--- src/rtl/pipe_hazard_ctrl.sv ---
// pipe_hazard_ctrl
//
// Purpose: sequencing control for the 5-stage core. It handles three things:
//   - It detects load-use hazards between the D/X load and the F/D
//     instruction, and answers with one stall plus one bubble.
//   - It flushes F/D and D/X when a branch or jump is taken in X.
//   - It runs the launch/wait handshake with the shared mult/div unit. The
//     front of the pipe is frozen until the result is ready or the wait
//     times out.
// It also keeps a saturating stall-cycle counter and a sticky timeout flag.
//
// Ports:
//   clock, reset        rising-edge clock, synchronous active-high reset
//   fd_opcode/rs/rt/rd  F/D instruction fields
//   dx_opcode/aluop/rd  D/X instruction fields
//   branch_taken        taken branch/jump resolved in X this cycle
//   md_ready            mult/div result valid (single-cycle pulse)
//   stall, bubble_dx    load-use response: hold PC and F/D, NOP into D/X
//   flush               NOP into F/D and D/X at the next edge
//   md_stall            hold PC, F/D and D/X, NOP into X/M
//   md_ctrl_mult/div    one-cycle launch pulses to the mult/div unit
//   md_timeout          sticky: a mult/div wait ran out of time
//   stall_cycles        saturating count of cycles with stall|md_stall
module pipe_hazard_ctrl #(
  parameter int MD_TIMEOUT = 64,
  parameter int CNT_W      = 16
) (
  input  logic             clock,
  input  logic             reset,
  input  logic [4:0]       fd_opcode,
  input  logic [4:0]       fd_rs,
  input  logic [4:0]       fd_rt,
  input  logic [4:0]       fd_rd,
  input  logic [4:0]       dx_opcode,
  input  logic [4:0]       dx_aluop,
  input  logic [4:0]       dx_rd,
  input  logic             branch_taken,
  input  logic             md_ready,
  output logic             stall,
  output logic             bubble_dx,
  output logic             flush,
  output logic             md_stall,
  output logic             md_ctrl_mult,
  output logic             md_ctrl_div,
  output logic             md_timeout,
  output logic [CNT_W-1:0] stall_cycles
);

  localparam logic [4:0] OP_R    = 5'b00000;
  localparam logic [4:0] OP_BNE  = 5'b00010;
  localparam logic [4:0] OP_JR   = 5'b00100;
  localparam logic [4:0] OP_ADDI = 5'b00101;
  localparam logic [4:0] OP_BLT  = 5'b00110;
  localparam logic [4:0] OP_SW   = 5'b00111;
  localparam logic [4:0] OP_LW   = 5'b01000;
  localparam logic [4:0] OP_BEQ  = 5'b01001;
  localparam logic [4:0] OP_BEX  = 5'b10110;

  localparam logic [4:0] ALU_MULT = 5'b00110;
  localparam logic [4:0] ALU_DIV  = 5'b00111;

  localparam int            TW       = (MD_TIMEOUT > 2) ? $clog2(MD_TIMEOUT) : 1;
  localparam logic [TW-1:0] CNT_LAST = TW'(MD_TIMEOUT - 1);

  typedef enum logic {S_IDLE, S_BUSY} state_t;

  function automatic logic [CNT_W-1:0] sat_inc(input logic [CNT_W-1:0] v,
                                               input logic             en);
    if (en && (v != {CNT_W{1'b1}})) return v + 1'b1;
    return v;
  endfunction

  state_t            state_q, state_d;
  logic [TW-1:0]     wcnt_q, wcnt_d;
  logic              md_timeout_q, md_timeout_d;
  logic [CNT_W-1:0]  stall_cnt_q;
  logic              rst_q;

  logic use_rs, use_rt, use_rd, use_r30;
  logic src_hit, load_use;
  logic dx_mult, dx_div, md_block;
  logic md_stall_c, mult_c, div_c;

  // F/D source-register usage by opcode
  always_comb begin
    use_rs  = 1'b0;
    use_rt  = 1'b0;
    use_rd  = 1'b0;
    use_r30 = 1'b0;
    case (fd_opcode)
      OP_R:                          begin use_rs = 1'b1; use_rt = 1'b1; end
      OP_ADDI, OP_LW:                use_rs = 1'b1;
      OP_SW, OP_BNE, OP_BLT, OP_BEQ: begin use_rd = 1'b1; use_rs = 1'b1; end
      OP_JR:                         use_rd = 1'b1;
      OP_BEX:                        use_r30 = 1'b1;
      default:                       ;
    endcase
  end

  assign src_hit  = (use_rs  && (fd_rs == dx_rd)) ||
                    (use_rt  && (fd_rt == dx_rd)) ||
                    (use_rd  && (fd_rd == dx_rd)) ||
                    (use_r30 && (dx_rd == 5'd30));
  assign load_use = (dx_opcode == OP_LW) && (dx_rd != 5'd0) && src_hit;

  assign dx_mult  = (dx_opcode == OP_R) && (dx_aluop == ALU_MULT);
  assign dx_div   = (dx_opcode == OP_R) && (dx_aluop == ALU_DIV);

  // Mult/div activity is suppressed while reset is held and in the first
  // cycle after it, so a mult/div left sitting in D/X cannot fire a pulse
  // until the pipe has had one clean cycle.
  assign md_block = reset | rst_q;

  always_comb begin
    state_d      = state_q;
    wcnt_d       = wcnt_q;
    md_timeout_d = md_timeout_q;
    md_stall_c   = 1'b0;
    mult_c       = 1'b0;
    div_c        = 1'b0;
    if (!md_block) begin
      case (state_q)
        S_IDLE: begin
          if (dx_mult || dx_div) begin
            md_stall_c = 1'b1;
            mult_c     = dx_mult;
            div_c      = dx_div;
            wcnt_d     = '0;
            state_d    = S_BUSY;
          end
        end
        S_BUSY: begin
          // The result cycle and the timeout cycle both release the pipe
          // immediately; neither relaunches.
          if (md_ready) begin
            state_d = S_IDLE;
          end else if (wcnt_q == CNT_LAST) begin
            md_timeout_d = 1'b1;
            state_d      = S_IDLE;
          end else begin
            md_stall_c = 1'b1;
            wcnt_d     = wcnt_q + 1'b1;
          end
        end
        default: state_d = S_IDLE;
      endcase
    end
  end

  // A mult/div freeze ignores branches; a flush overrides the load-use stall.
  assign md_stall     = md_stall_c;
  assign md_ctrl_mult = mult_c;
  assign md_ctrl_div  = div_c;
  assign flush        = branch_taken & ~md_stall_c;
  assign stall        = load_use & ~flush & ~md_stall_c;
  assign bubble_dx    = load_use & ~flush & ~md_stall_c;
  assign md_timeout   = md_timeout_q;
  assign stall_cycles = stall_cnt_q;

  always_ff @(posedge clock) begin
    rst_q <= reset;
    if (reset) begin
      state_q      <= S_IDLE;
      wcnt_q       <= '0;
      md_timeout_q <= 1'b0;
      stall_cnt_q  <= '0;
    end else begin
      state_q      <= state_d;
      wcnt_q       <= wcnt_d;
      md_timeout_q <= md_timeout_d;
      stall_cnt_q  <= sat_inc(stall_cnt_q, stall | md_stall_c);
    end
  end

endmodule

--- config.mk ---
export PLATFORM = sky130hd
export DESIGN_NAME = pipe_hazard_ctrl
export DESIGN_NICKNAME = d
export VERILOG_FILES = /design/src/rtl/pipe_hazard_ctrl.sv
export SDC_FILE = /design/constraint.sdc
export NUM_CORES = 1
export LEC_CHECK = 0
export BUFFER_PORTS_ARGS = -buffer_cell sky130_fd_sc_hd__buf_2
export CORE_MARGIN = 2
export CORE_UTILIZATION = 25
export DETAILED_ROUTE_END_ITERATION = 16
export PLACE_DENSITY_LB_ADDON = 0.25
export REMOVE_ABC_BUFFERS = 1
export SYNTH_ARGS = -nofsm -noshare
export SYNTH_HDL_FRONTEND = slang
export SYNTH_SLANG_ARGS = --single-unit
--- constraint.sdc ---
create_clock -name clock -period 6.45 [get_ports clock]
set_input_delay 0.3225 -clock clock [delete_from_list [all_inputs] [get_ports clock]]
set_output_delay 0.3225 -clock clock [all_outputs]
set_load 0.01 [all_outputs]
==> out/qor.csv <==
stage,metric,value,unit
run_status,status,completed,
detailed_routing,wirelength,4131,microns
layout,synthToLayoutAreaGrowth,26.76,%
sta,max-slew-margin-rel,56.16,%
sta,timing.fmax,0.4004,GHz
global_routing,use_met3,2.982,%
global_routing,antenna_found_initial,0,
layout,diodes,0,
power,combPwrFrac,12.2,%
place,post-dp-hpwl,3297,microns
power,swShare,24.20,%
layout,fillCellCount,660,
worst_setup_path,worst_ep_required_time,6.65,ns
worst_setup_path,arrival,2.70,ns
place,io_buffers,61,
power,p_leak,0.8051,nW
global_routing,grt_max_degree,26,
power,internal_power,215.1,uW
clock_network,postCtsHoldBufs,0,
worst_setup_path,critPathLaunchType,flip-flop,
sta,setup_viol,0,
power,switchingPower,68.68,uW
clock_network,insertion_delay,0.27,ns
clock_network,clock-sinks,25,
sta,worstMarginPinSlew,0.6568,ns
sta,rsz0062_at_grt,false,
layout,final_cell_mix,"buf_2, dfxtp_1, nor2_1, xor2_1, a21oi_1",
yosys,synthCells,188,
sta,finalSetupTns,0,ns
yosys,synthMuxAreaShare,2.716,%
yosys,ys.flop_type,dfxtp_1,
global_routing,grtUsageTotal,11.99,%
clock_network,clockRootBuffer,clkbuf_8,
clock_network,cts_htree_levels,1,
layout,seq_area,500.5,sq um
floorplan,rows,28,
layout,stdcell_count,323,
global_routing,grt_busiest_layer,met2,
yosys,synth_fa_ha_area_share,1.597,%
worst_setup_path,end_kind,flip-flop,
detailed_routing,drc_errors,0,
clock_network,post_cts_buffers,0,
sta,fin_skew,0.005136,ns
clock_network,cts_tree,yes,
global_routing,grt_overflow_total,0,
floorplan,die_x,83.16,microns
layout,multi_input_area,1018,sq um
global_routing,grt_pass1_wl,7079,microns
clock_network,cts_resized,0,
yosys,synth_cell_type_count,47,
yosys,yosys.area_share.simple,31.87,%
floorplan,ioPinCount,62,
detailed_routing,ant_nets,0,
yosys,synth_compound_area_share,16.53,%
floorplan,die_area,6916,sq um
detailed_routing,viasPerCell,4.954,
global_routing,grt_use_met2,20.75,%
global_routing,use_met1,14.98,%
sta,finalHoldViolCount,0,
layout,drive_gt1_share,29.84,%
sta,holdWs,0.3952,ns
detailed_routing,avgRoutedWirePerCell,12.79,microns
detailed_routing,vias,1600,
yosys,syn_area,1567,sq um
worst_setup_path,path_max_fanout,19,
yosys,synth-edff-count,0,
yosys,synth_seq_cells,25,
detailed_routing,dr.first_iter.drc_count,59,
place,placed_cells_incl_taps,319,
run,cap_violations,0,
place,gp_congestion,0.7607,
sta,slew_violations,0,
power,powerDensity,142.9,nW/um^2
yosys,async_reset_ff_share,0,%
worst_setup_path,critPathKind,flip-flop to flip-flop,
global_routing,grt_pass1_vias,1565,
layout,mostFrequentLayoutCell,buf_2,
floorplan,dieHeight,83.16,microns
worst_hold_path,hold_path.class,input pin to flip-flop,
detailed_routing,drt_pass1_iterations,4,
power,ir_drop,110.1,uV
yosys,yosysSeqAreaShare,31.95,%
sta,fin_crit_sh,38.72,%
yosys,synth_area_per_cell,8.332,sq um
layout,fin_nets,290,
power,p_total,283.8,uW
floorplan,start_util,26.15,%
sta,min_period,2.498,ns
yosys,synth_top_family_by_area,simple AND/OR/NAND/NOR gates,
clock_network,clockBufferDepth,2,
power,p_seq_share,54.6,%
yosys,synth_xor_area_share,12.30,%
clock_network,cts-buffers-inserted,3,
yosys,synth_warnings,0,
floorplan,core,5991,sq um
power,p_clk_share,33.2,%
clock_network,clkSlewWorstSetupHoldPaths,0.09,ns
-- area by class of cell --
class / instances / area share (%)
inverters: 6 / 1.134
repair buffers: 61 / 15.37
clock buffers: 4 / 2.268
multi-input cells: 152 / 51.29
well taps: 75 / 4.726
flip-flops and latches: 25 / 25.20
-- stage by stage --
stage	utilization, %	worst slack, ns	instance area, sq um
floorplan	-	4.161	1541
CTS	33.15	3.937	1986
global route	33.15	3.765	1986
detailed placement	32.39	3.742	1941
finish	33.15	3.952	1986
global placement	32.39	3.759	1941
-- state kept, by name (all words and copies together) (netlist names) --
signal / cells
wcnt_q: 6
state_q: 1
rst_q: 1
stall_cycles: 16
md_timeout: 1
-- per-layer routing --
metal	vias to the layer above	routed length (microns)
met1	756	1916
met3	4	156
met5	-	0
met2	28	2027
li1	812	-
met4	0	29
-- cells by family (layout without fill, tap and decap cells) --
| kind of cell | after synthesis | in the layout |
|---|---|---|
| buf+inv | 11 | 71 |
| mux | 4 | 4 |
| flops | 25 | 25 |
| xor+xnor | 22 | 22 |
| simple gates | 85 | 85 |
| fa+ha+maj | 2 | 2 |
| compound gates | 39 | 39 |
-- final timing paths --
check,slack [ns],end,from,cells after the start
max,3.95,stall_cycles[11],state_q,7
min,0.40,md_timeout,md_ready,4
max reg2reg,3.95,stall_cycles[11],state_q,7
min reg2reg,0.48,md_timeout,md_timeout,2
-- power groups by stage --
stage | logic, mW | clock network, mW | registers, mW
2_1_floorplan | 0.0132 | 0 | 0.159
3_3_place_gp | 0.0347 | 0 | 0.159
4_1_cts | 0.0349 | 0.0968 | 0.155
6_report | 0.0345 | 0.0943 | 0.155
3_5_place_dp | 0.0347 | 0 | 0.159
5_1_grt | 0.0387 | 0.104 | 0.155
-- critical path: stages, from the launching register on --
cell	delay [ns]
dfxtp_1	0.36
nor4b_2	0.27
nand4b_1	0.20
a2111o_1	0.50
o22ai_2	0.26
nor2_2	0.18
or4_1	0.53
a21oi_1	0.15
-- cells in the mapped netlist (2+ instances only) --
cell type   n  area, sq um
a21oi_1    14        70.07
and3_1      4        25.02
and4_1      3        26.28
clkbuf_1    2        7.510
dfxtp_1    25        500.5
ha_1        2        25.02
inv_1       5        18.77
mux2_2      2        22.52
mux2i_1     2        20.02
nand2_1    10        37.54
nand3_1     6        30.03
nand4_1     4        25.02
nand4b_1    3        26.28
nor2_1     21        78.83
nor2b_1     2        12.51
nor3b_1     2        15.01
nor4_1      6        37.54
o211ai_1    3        22.52
o21ai_0     7        35.03
o31ai_1     6        45.04
or2b_1      2        15.01
or3_1       5        31.28
or4_1       8        60.06
xor2_1     21        183.9
Power figures use the tool's default switching activity.
